File: src/rtl/csr_pkg.sv
// Shared CSR addresses, op encodings, mstatus field positions and privilege codes.
package csr_pkg;

    localparam logic [11:0] CSR_SSTATUS  = 12'h100;
    localparam logic [11:0] CSR_STVEC    = 12'h105;
    localparam logic [11:0] CSR_SSCRATCH = 12'h140;
    localparam logic [11:0] CSR_SEPC     = 12'h141;
    localparam logic [11:0] CSR_SCAUSE   = 12'h142;
    localparam logic [11:0] CSR_SATP     = 12'h180;
    localparam logic [11:0] CSR_MSTATUS  = 12'h300;
    localparam logic [11:0] CSR_MIE      = 12'h304;
    localparam logic [11:0] CSR_MTVEC    = 12'h305;
    localparam logic [11:0] CSR_MSCRATCH = 12'h340;
    localparam logic [11:0] CSR_MEPC     = 12'h341;
    localparam logic [11:0] CSR_MCAUSE   = 12'h342;
    localparam logic [11:0] CSR_MCYCLE   = 12'hB00;
    localparam logic [11:0] CSR_MINSTRET = 12'hB02;

    localparam logic [1:0] OP_W    = 2'b00;
    localparam logic [1:0] OP_S    = 2'b01;
    localparam logic [1:0] OP_C    = 2'b10;
    localparam logic [1:0] OP_NONE = 2'b11;

    localparam int MS_SIE    = 1;
    localparam int MS_MIE    = 3;
    localparam int MS_SPIE   = 5;
    localparam int MS_MPIE   = 7;
    localparam int MS_SPP    = 8;
    localparam int MS_MPP_LO = 11;
    localparam int MS_MPP_HI = 12;

    localparam logic [1:0] PRIV_U = 2'b00;
    localparam logic [1:0] PRIV_S = 2'b01;
    localparam logic [1:0] PRIV_M = 2'b11;

endpackage

File: src/rtl/csr_alu.sv
// Read-modify-write datapath for csrrw/csrrs/csrrc; set/clear with a zero operand is not a write.
module csr_alu
    import csr_pkg::*;
#(
    parameter int XLEN = 64
) (
    input  logic [1:0]      op,
    input  logic [XLEN-1:0] old_val,
    input  logic [XLEN-1:0] src,
    output logic [XLEN-1:0] new_val,
    output logic            do_write
);

    // Compute the candidate new value and whether it should commit
    always_comb begin
        new_val  = old_val;
        do_write = 1'b0;
        case (op)
            OP_W: begin
                new_val  = src;
                do_write = 1'b1;
            end
            OP_S: begin
                new_val  = old_val | src;
                do_write = |src;
            end
            OP_C: begin
                new_val  = old_val & ~src;
                do_write = |src;
            end
            default: begin
                new_val  = old_val;
                do_write = 1'b0;
            end
        endcase
    end

endmodule

File: src/rtl/csr_regfile.sv
// Architectural CSR storage, privilege mode, counters, trap entry and xRET redirect.
module csr_regfile
    import csr_pkg::*;
#(
    parameter int              XLEN        = 64,
    parameter logic [XLEN-1:0] MTVEC_RESET = '0
) (
    input  logic            clk,
    input  logic            rst,
    input  logic [5:0]      csr_ctrl,
    input  logic [11:0]     csr_addr,
    input  logic [XLEN-1:0] rs1_data,
    input  logic [XLEN-1:0] zimm,
    input  logic            inst_valid,
    input  logic            inst_retire,
    input  logic            trap_valid,
    input  logic [XLEN-1:0] trap_cause,
    input  logic [XLEN-1:0] trap_pc,
    output logic [XLEN-1:0] csr_rdata,
    output logic            illegal_csr,
    output logic            redirect_valid,
    output logic [XLEN-1:0] redirect_pc,
    output logic [1:0]      priv
);

    // sstatus exposes only SIE, SPIE and SPP of mstatus
    localparam logic [XLEN-1:0] SSTATUS_MASK =
        (XLEN'(1) << MS_SIE) | (XLEN'(1) << MS_SPIE) | (XLEN'(1) << MS_SPP);
    localparam logic [XLEN-1:0] LOW2_CLR = ~XLEN'(3);

    logic [XLEN-1:0] mstatus, mie, mtvec, mscratch, mepc, mcause;
    logic [XLEN-1:0] stvec, sscratch, sepc, scause, satp;
    logic [XLEN-1:0] mcycle, minstret;

    logic            csr_we, is_mret, is_sret, src_sel;
    logic [1:0]      op;
    logic [XLEN-1:0] rdata, src, alu_new;
    logic            implemented, alu_do_write;
    logic            take_trap, take_mret, take_sret, wr_en;

    assign csr_we  = csr_ctrl[5];
    assign is_mret = csr_ctrl[4];
    assign is_sret = csr_ctrl[3];
    assign src_sel = csr_ctrl[2];
    assign op      = csr_ctrl[1:0];

    // Address decode for the read port; unknown addresses read as zero
    always_comb begin
        rdata       = '0;
        implemented = 1'b1;
        case (csr_addr)
            CSR_SSTATUS:  rdata = mstatus & SSTATUS_MASK;
            CSR_STVEC:    rdata = stvec;
            CSR_SSCRATCH: rdata = sscratch;
            CSR_SEPC:     rdata = sepc;
            CSR_SCAUSE:   rdata = scause;
            CSR_SATP:     rdata = satp;
            CSR_MSTATUS:  rdata = mstatus;
            CSR_MIE:      rdata = mie;
            CSR_MTVEC:    rdata = mtvec;
            CSR_MSCRATCH: rdata = mscratch;
            CSR_MEPC:     rdata = mepc;
            CSR_MCAUSE:   rdata = mcause;
            CSR_MCYCLE:   rdata = mcycle;
            CSR_MINSTRET: rdata = minstret;
            default: begin
                rdata       = '0;
                implemented = 1'b0;
            end
        endcase
    end

    assign csr_rdata   = rdata;
    assign illegal_csr = inst_valid & csr_we & ~implemented;
    assign src         = src_sel ? zimm : rs1_data;

    csr_alu #(.XLEN(XLEN)) u_alu (
        .op       (op),
        .old_val  (rdata),
        .src      (src),
        .new_val  (alu_new),
        .do_write (alu_do_write)
    );

    // A trap swallows any CSR op or return issued alongside it; mret beats sret
    assign take_trap = trap_valid;
    assign take_mret = inst_valid & is_mret & ~trap_valid;
    assign take_sret = inst_valid & is_sret & ~is_mret & ~trap_valid;
    assign wr_en     = inst_valid & csr_we & ~trap_valid & implemented & alu_do_write;

    // State update: counters, CSR writes, then trap/return overlays on mstatus and priv
    always_ff @(posedge clk) begin
        if (rst) begin
            mstatus        <= '0;
            mie            <= '0;
            mtvec          <= MTVEC_RESET;
            mscratch       <= '0;
            mepc           <= '0;
            mcause         <= '0;
            stvec          <= '0;
            sscratch       <= '0;
            sepc           <= '0;
            scause         <= '0;
            satp           <= '0;
            mcycle         <= '0;
            minstret       <= '0;
            priv           <= PRIV_M;
            redirect_valid <= 1'b0;
            redirect_pc    <= '0;
        end else begin
            mcycle <= mcycle + XLEN'(1);
            if (inst_retire) begin
                minstret <= minstret + XLEN'(1);
            end
            redirect_valid <= take_trap | take_mret | take_sret;

            if (wr_en) begin
                case (csr_addr)
                    CSR_SSTATUS:  mstatus  <= (mstatus & ~SSTATUS_MASK) | (alu_new & SSTATUS_MASK);
                    CSR_STVEC:    stvec    <= alu_new & LOW2_CLR;
                    CSR_SSCRATCH: sscratch <= alu_new;
                    CSR_SEPC:     sepc     <= alu_new & LOW2_CLR;
                    CSR_SCAUSE:   scause   <= alu_new;
                    CSR_SATP:     satp     <= alu_new;
                    CSR_MSTATUS:  mstatus  <= alu_new;
                    CSR_MIE:      mie      <= alu_new;
                    CSR_MTVEC:    mtvec    <= alu_new & LOW2_CLR;
                    CSR_MSCRATCH: mscratch <= alu_new;
                    CSR_MEPC:     mepc     <= alu_new & LOW2_CLR;
                    CSR_MCAUSE:   mcause   <= alu_new;
                    CSR_MCYCLE:   mcycle   <= alu_new;
                    CSR_MINSTRET: minstret <= alu_new;
                    default: ;
                endcase
            end

            if (take_trap) begin
                mepc                         <= trap_pc & LOW2_CLR;
                mcause                       <= trap_cause;
                mstatus[MS_MPIE]             <= mstatus[MS_MIE];
                mstatus[MS_MIE]              <= 1'b0;
                mstatus[MS_MPP_HI:MS_MPP_LO] <= priv;
                priv                         <= PRIV_M;
                redirect_pc                  <= {mtvec[XLEN-1:2], 2'b00};
            end else if (take_mret) begin
                priv                         <= mstatus[MS_MPP_HI:MS_MPP_LO];
                mstatus[MS_MIE]              <= mstatus[MS_MPIE];
                mstatus[MS_MPIE]             <= 1'b1;
                mstatus[MS_MPP_HI:MS_MPP_LO] <= PRIV_U;
                redirect_pc                  <= mepc;
            end else if (take_sret) begin
                priv                         <= {1'b0, mstatus[MS_SPP]};
                mstatus[MS_SIE]              <= mstatus[MS_SPIE];
                mstatus[MS_SPIE]             <= 1'b1;
                mstatus[MS_SPP]              <= 1'b0;
                redirect_pc                  <= sepc;
            end
        end
    end

endmodule

File: config.mk
export PLATFORM = sky130hd
export DESIGN_NAME = csr_regfile
export DESIGN_NICKNAME = d
export VERILOG_FILES = /design/src/rtl/csr_pkg.sv /design/src/rtl/csr_alu.sv /design/src/rtl/csr_regfile.sv
export SDC_FILE = /design/constraint.sdc
export NUM_CORES = 2
export LEC_CHECK = 0
export CAP_MARGIN = 20
export CORE_MARGIN = 3
export CORE_UTILIZATION = 36
export CTS_CLUSTER_SIZE = 20
export DETAILED_ROUTE_END_ITERATION = 16
export GPL_ROUTABILITY_DRIVEN = 0
export SYNTH_ARGS = -nofsm -noshare
export SYNTH_HDL_FRONTEND = slang
export SYNTH_SLANG_ARGS = --single-unit
File: constraint.sdc
create_clock -name clk -period 3.7 [get_ports clk]
set_input_delay 0.74 -clock clk [delete_from_list [all_inputs] [get_ports clk]]
set_output_delay 0.74 -clock clk [all_outputs]
set_load 0.01 [all_outputs]
## Yosys cells after proc, flatten, opt, wreduce, memory -nomap -nowiden

Index checks and enable logic that the tools add are counted.

| cells by class | value |
|---|---|
| reductions and logical operators | 28 |
| $add $sub $neg | 2 |
| bitwise gates (word level) | 19 |
| mux-type cells | 37 |
| equal/unequal tests | 16 |

Operators with widths:

| cell | number |
|---|---|
| 64-bit two-way mux | 15 |
| 64-bit one-hot mux with 14 select lines | 1 |
| 64-bit one-hot mux with 3 select lines | 1 |
| 64-bit by 1-bit adder with 64-bit output, second input constant | 2 |
| 64-bit one-hot mux with 2 select lines | 1 |
| 12-bit by 10-bit == test with 1-bit output, second input constant | 6 |
| 12-bit by 9-bit == test with 1-bit output, second input constant | 6 |
| 64-bit AND | 1 |
| 64-bit NOT | 1 |
| 64-bit OR | 1 |
| 64-bit by 9-bit OR with 64-bit output | 1 |
| 64-bit OR reduction | 1 |
| 2-bit AND reduction | 13 |
| 12-bit == test, second input constant | 2 |
| 14-bit OR reduction | 1 |
| 1-bit two-way mux | 13 |
| 13-bit two-way mux | 1 |
| 2-bit nonzero test | 6 |
| 1-bit AND | 10 |
| 3-bit nonzero test | 3 |
| 2-bit two-way mux | 4 |
| 4-bit nonzero test | 1 |
| 2-bit OR reduction | 2 |
| 1-bit NOT | 3 |
| 5 further kinds | 6 |

| word-level totals | value |
|---|---|
| logic and storage cells | 122 |
| register bits | 891 |
| input bits | 279 |
| output and inout bits | 132 |

## Logic depth before layout (Yosys ltp)

| depth | value |
|---|---|
| depth in word-level cells | 10 |
| depth in mapped cells | 12 |
| gate-level depth less buffers | 9 |

## By module

From an unflattened synthesis, not the netlist that was laid out.

| second synthesis, totals | value |
|---|---|
| cells, all modules | 5,572 |
| area total of the unflattened synthesis | 42,965.0 µm² |

By module, submodules not included:

| module | seq. area each (µm²) | cells each | instances | area an instance (µm²) |
|---|---|---|---|---|
| csr_regfile | 17,797.1 | 5,392 | 1 | 41,766.3 |
| csr_alu | 0.0 | 180 | 1 | 1,198.6 |

## Worst setup path before layout

OpenSTA, ideal clock, no wires.

| timing | value |
|---|---|
| path kind | input-to-output |
| from | input port csr_addr[10] |
| to | output port csr_rdata[63] |
| buffers on the path | 4 |
| stages | 9 |
| arrival | 2.810 ns |
| required time | 2.960 ns |
| setup slack | 0.150 ns |
| cell sequence | buf_2 -> or4b_4 -> nor4_4 -> buf_2 -> buf_4 -> a22oi_1 -> nand3_1 -> clkbuf_1 -> nand2b_1 |

| on the way | value |
|---|---|
| word-level cells in the longest chain between the ends | 2 |
| elaborated cells on any way between the ends | 15 |
| classes of those cells | eq/ne (14); mux (1) |

Ends and longest elaborated chain:

| item | line | text |
|---|---|---|
| start, declared | csr_regfile.sv:11 | `input logic [11:0] csr_addr,` |
| 12-bit == test, or another cell as far along | csr_regfile.sv:51 | `case (csr_addr)` |
| 64-bit one-hot mux with 14 select lines * | csr_regfile.sv:51 |  |
| end, declared | csr_regfile.sv:19 | `output logic [XLEN-1:0] csr_rdata,` |

Mark *: on every way between the ends. The rest lies on a longest branch, timed or not.

## Worst setup path after layout

| timing | value |
|---|---|
| from | input port csr_addr[6] |
| to | output port csr_rdata[52] |

Same word-level chain as after synthesis.

==> impl_metrics.xml <==
<?xml version="1.0" encoding="UTF-8"?>
<metrics>
  <group name="yosys">
    <metric name="synth.avg_cell_area" unit="µm²">7.65</metric>
    <metric name="synth_area_in_adders" unit="%">0.163</metric>
    <metric name="synth_top_family_by_area" unit="">simple AND/OR/NAND/NOR gates</metric>
    <metric name="synthDistinctLibCells" unit="">92</metric>
    <metric name="dominantRegCellSynth" unit="">sky130_fd_sc_hd__dfxtp_1</metric>
    <metric name="yosys.area_share.xor_xnor" unit="%">2.36</metric>
    <metric name="synth-compound-area-share" unit="%">23.7</metric>
    <metric name="synth_simple_gate_area_share" unit="%">24.3</metric>
    <metric name="post_synth_main_area_contributors" unit="">sky130_fd_sc_hd__dfxtp_1 (39%), sky130_fd_sc_hd__nand2_1 (13%), sky130_fd_sc_hd__a21oi_1 (8.7%)</metric>
    <metric name="netlist_top_cells_count" unit="">sky130_fd_sc_hd__nand2_1 (1584), sky130_fd_sc_hd__dfxtp_1 (889), sky130_fd_sc_hd__a21oi_1 (800)</metric>
    <metric name="synth_area" unit="µm²">45900</metric>
    <metric name="synth_top_cell_area_share" unit="%">38.7</metric>
    <metric name="cell_type_contributing_the_most_total_cell_area_after_synthesis" unit="">sky130_fd_sc_hd__dfxtp_1</metric>
    <metric name="asyncSetResetFlopFracSynth" unit="%">0</metric>
    <metric name="synth.mux.area_fraction" unit="%">4.87</metric>
    <metric name="ys_seq_elements" unit="">889</metric>
    <metric name="synth-edff-count" unit="">0</metric>
    <metric name="synth_most_common_cell" unit="">sky130_fd_sc_hd__nand2_1</metric>
    <metric name="yosys_warnings" unit="">0</metric>
    <metric name="yosysSeqAreaShare" unit="%">38.7</metric>
    <metric name="syn-instance-count" unit="">6007</metric>
  </group>
  <group name="placed_design">
    <metric name="dp_cells" unit="">8383</metric>
    <metric name="hpwlAfterDp" unit="mm">188</metric>
    <metric name="portBuffers" unit="">406</metric>
  </group>
  <group name="final_layout">
    <metric name="drive_above_1_share" unit="%">21.8</metric>
    <metric name="final_core_util" unit="%">50.5</metric>
    <metric name="layout.cells.non_filler" unit="">8699</metric>
    <metric name="area_delta_synth_final" unit="%">38.8</metric>
    <metric name="fillCellCount" unit="">11905</metric>
    <metric name="nets" unit="">7236</metric>
  </group>
  <group name="setup_path">
    <metric name="crit-reg2reg-capture" unit="">mcycle[51]</metric>
    <metric name="rrSetupSlack" unit="ps">220</metric>
    <metric name="critPathLaunch" unit="">csr_addr[6]</metric>
    <metric name="critical-path-max-stage-delay" unit="ps">600</metric>
    <metric name="path_class" unit="">input pin to primary output</metric>
    <metric name="timing.critical_path.slowest_stage_cell" unit="">sky130_fd_sc_hd__or4_4</metric>
    <metric name="critPathLaunchType" unit="">input pin</metric>
    <metric name="worstReg2RegStart" unit="">mcycle[8]</metric>
    <metric name="timing.critical_path.cells" unit="">buf_2 &gt; or4_4 &gt; buf_6 &gt; buf_12 &gt; nor3_4 &gt; buf_12 &gt; buf_4 &gt; buf_4 &gt; o2bb2ai_1 &gt; a2111o_1 &gt; buf_2</metric>
    <metric name="cp_max_fo" unit="">7</metric>
    <metric name="critPathCaptureType" unit="">primary output</metric>
    <metric name="termination_of_the_worst_setup_path" unit="">csr_rdata[52]</metric>
    <metric name="crit_required" unit="ps">2960</metric>
    <metric name="critical_path_arrival" unit="ps">3010</metric>
    <metric name="worst_r2r_path_depth" unit="">9</metric>
  </group>
  <group name="timing">
    <metric name="finalHoldViolations" unit="">0</metric>
    <metric name="fin_crit" unit="ps">3750</metric>
    <metric name="fin_ws" unit="ps">-50.5</metric>
    <metric name="achievable-frequency" unit="MHz">267</metric>
    <metric name="setup_repair_after_global_routing_missed_its_margin" unit="">yes</metric>
    <metric name="timing_max_transition_violations_final" unit="">0</metric>
    <metric name="tightestPinTransition" unit="ps">1030</metric>
    <metric name="final_setup_violation_count" unit="">11</metric>
    <metric name="final.setup.tns" unit="ps">-227</metric>
    <metric name="worst_slew_margin_rel" unit="%">29.5</metric>
    <metric name="timing.clock.skew" unit="ps">38.2</metric>
    <metric name="layout_worst_path_cycle_share" unit="%">101</metric>
  </group>
  <group name="drt">
    <metric name="route.antenna.remaining_nets" unit="">0</metric>
    <metric name="firstDrtPassIters" unit="">12</metric>
    <metric name="avgRoutedWirePerCell" unit="µm">30.0</metric>
    <metric name="wirelength_routed" unit="mm">261</metric>
    <metric name="post_dr_vias_cell" unit="">6.21</metric>
    <metric name="drc" unit="">0</metric>
    <metric name="first_iter_violations" unit="">8507</metric>
    <metric name="dr_total_vias" unit="">53989</metric>
  </group>
  <group name="grt">
    <metric name="grt_usage" unit="%">37.7</metric>
    <metric name="global_route.overflow_total" unit="">0</metric>
    <metric name="largest_net_degree_at_the_start_of_global_routing" unit="">123</metric>
    <metric name="grt_pass1_wl" unit="mm">364</metric>
    <metric name="grt_pass1_vias" unit="">50272</metric>
    <metric name="antenna_violations_before_repair" unit="">22</metric>
  </group>
  <group name="clock_tree">
    <metric name="clock_pin_slew_of_the_registers_on_the_worst_case_setup_and_hold_paths" unit="ps">60</metric>
    <metric name="tritoncts" unit="">yes</metric>
    <metric name="clk_latency" unit="ps">720</metric>
    <metric name="clock_sinks" unit="">889</metric>
    <metric name="root_buffer" unit="">sky130_fd_sc_hd__clkbuf_16</metric>
    <metric name="clk_path_buf_depth" unit="">3</metric>
    <metric name="cts_htree_levels" unit="">3</metric>
    <metric name="cts-buffers-inserted" unit="">100</metric>
  </group>
  <group name="power_and_ir_drop">
    <metric name="pwr_cell_area" unit="nW/µm²">370</metric>
    <metric name="max-vdd-ir-drop" unit="V">0.000427</metric>
    <metric name="power.static_leakage" unit="µW">0.0234</metric>
  </group>
  <group name="status">
    <metric name="run_status" unit="">complete, but fails checks</metric>
    <metric name="violations" unit="">negative setup slack</metric>
  </group>
  <group name="job">
    <metric name="drv_cap" unit="">0</metric>
  </group>
  <group name="die">
    <metric name="die_w" unit="µm">363</metric>
    <metric name="core.rowCount" unit="">130</metric>
    <metric name="dieHeight" unit="µm">363</metric>
    <metric name="floorplan.core_area" unit="µm²">126000</metric>
    <metric name="floorplan.io_pins" unit="">411</metric>
    <metric name="initial_core_util" unit="%">36.4</metric>
    <metric name="die_area" unit="µm²">132000</metric>
  </group>
  <group name="hold_path">
    <metric name="hold_wc_path_type" unit="">flip-flop to flip-flop</metric>
  </group>
</metrics>
[area by class of cell]
cell class / count / area, µm² / share of cell area (%)
antenna: 13 / 32.5 / 0.0510
timing repair buffer: 1402 / 14000 / 21.9
tap: 1650 / 2060 / 3.24
multi-input combinational: 4535 / 26200 / 41.2
clock buffer: 150 / 3020 / 4.74
clock inverter: 37 / 543 / 0.852
sequential: 889 / 17800 / 27.9
inverter: 23 / 91.3 / 0.143
[placed cells by master (no fill, tap or decap), types with 15 or more instances in the layout]
master,instances
sky130_fd_sc_hd__buf_6,84
sky130_fd_sc_hd__nand3_1,113
sky130_fd_sc_hd__nand2_2,22
sky130_fd_sc_hd__inv_1,21
sky130_fd_sc_hd__xnor2_1,63
sky130_fd_sc_hd__xor2_1,61
sky130_fd_sc_hd__nor2_1,508
sky130_fd_sc_hd__nor4_1,35
sky130_fd_sc_hd__a221oi_1,22
sky130_fd_sc_hd__a311oi_1,87
sky130_fd_sc_hd__nor3_1,35
sky130_fd_sc_hd__nor3_4,17
sky130_fd_sc_hd__a32oi_1,20
sky130_fd_sc_hd__a211oi_1,164
sky130_fd_sc_hd__buf_2,45
sky130_fd_sc_hd__and3_1,40
sky130_fd_sc_hd__nand2_1,1558
sky130_fd_sc_hd__clkbuf_8,28
sky130_fd_sc_hd__clkinv_2,18
sky130_fd_sc_hd__nand4_1,59
sky130_fd_sc_hd__or2_2,38
sky130_fd_sc_hd__a222oi_1,32
sky130_fd_sc_hd__dfxtp_1,889
sky130_fd_sc_hd__o21ai_0,51
sky130_fd_sc_hd__a22o_1,43
sky130_fd_sc_hd__and4_1,27
sky130_fd_sc_hd__buf_12,186
sky130_fd_sc_hd__mux2i_1,193
sky130_fd_sc_hd__clkbuf_16,103
sky130_fd_sc_hd__o2bb2ai_1,34
sky130_fd_sc_hd__clkdlybuf4s50_1,326
sky130_fd_sc_hd__clkbuf_1,20
sky130_fd_sc_hd__o211ai_1,21
sky130_fd_sc_hd__mux2_2,26
sky130_fd_sc_hd__a22oi_1,107
sky130_fd_sc_hd__o22ai_1,18
sky130_fd_sc_hd__a21oi_1,798
sky130_fd_sc_hd__buf_4,737
sky130_fd_sc_hd__a31oi_1,15
[state kept, by name (all words and copies together) (netlist names)]
name            count
redirect_pc        62
redirect_valid      1
mstatus            64
mie                64
priv                2
satp               64
mepc               62
mscratch           64
mcycle             64
sscratch           64
minstret           64
stvec              62
mcause             64
scause             64
sepc               62
mtvec              62
[where the power goes]
part           internal (µW)  switching [µW]  total, µW
combinational           1110            1690       2800
sequential              9680             121       9800
clock                   6550            4430      11000
[metrics by stage]
| stage | cell area [µm²] | hold slack (ps) | total power [µW] | worst slack (ps) |
|---|---|---|---|---|
| 2_1_floorplan | 45900 | 428 | 11100 | 150 |
| 3_3_place_gp | 58400 | 437 | 12600 | -1140 |
| 3_5_place_dp | 58400 | 442 | 12600 | -1090 |
| 4_1_cts | 63500 | 450 | 23400 | -32.7 |
| 5_1_grt | 63700 | 463 | 24000 | -53.3 |
| 6_report | 63800 | 450 | 23600 | -50.5 |
[how the worst min path moves through the flow]
| stage | from | endpoint | slack (ps) | depth (start not counted) |
|---|---|---|---|---|
| after floorplan | mie[23] | mie[23] | 430 | 2 |
| final | mstatus[36] | mstatus[36] | 450 | 2 |
| after global placement | satp[25] | satp[25] | 440 | 2 |
| after CTS | satp[25] | satp[25] | 450 | 2 |
| after detailed placement | satp[25] | satp[25] | 440 | 2 |
| after global routing | mie[37] | mie[37] | 460 | 2 |
[critical path, delay by kind of cell]
family | cells | cell delay (ps)
AO/OA/AOI/OAI | 2 | 320
buffers and inverters | 7 | 1100
AND/OR/NAND/NOR | 2 | 840
[timing repair]
item / CTS / global route
gates resized for setup: 467 / 57
endpoints found under the setup margin: 65 / 60
setup buffers: 104 / 17
pin swaps: 90 / 31
hold buffers: 0 / 0
cloned: 2 / 0
[kinds of logic after synthesis]
family | Yosys count
adders and majority gates | 6
and+or+nand+nor | 2583
DFF | 889
buffers and inverters | 584
other | 1
xor gates and xnor gates | 124
AOI/OAI and AO/OA | 1600
muxes | 220
[layer usage]
layer  share of wire [%]  vias to the layer above  track usage [%]  wire [µm]
li1                    -                    23067                -          -
met1                  36                    25347             46.2      95000
met2                  39                     4396             52.8     102000
met3                  16                     1165             17.3      42500
met4                 8.1                       14             24.9      21200
met5               0.043                        -            0.145        111
Power figures use the tool's default switching activity.
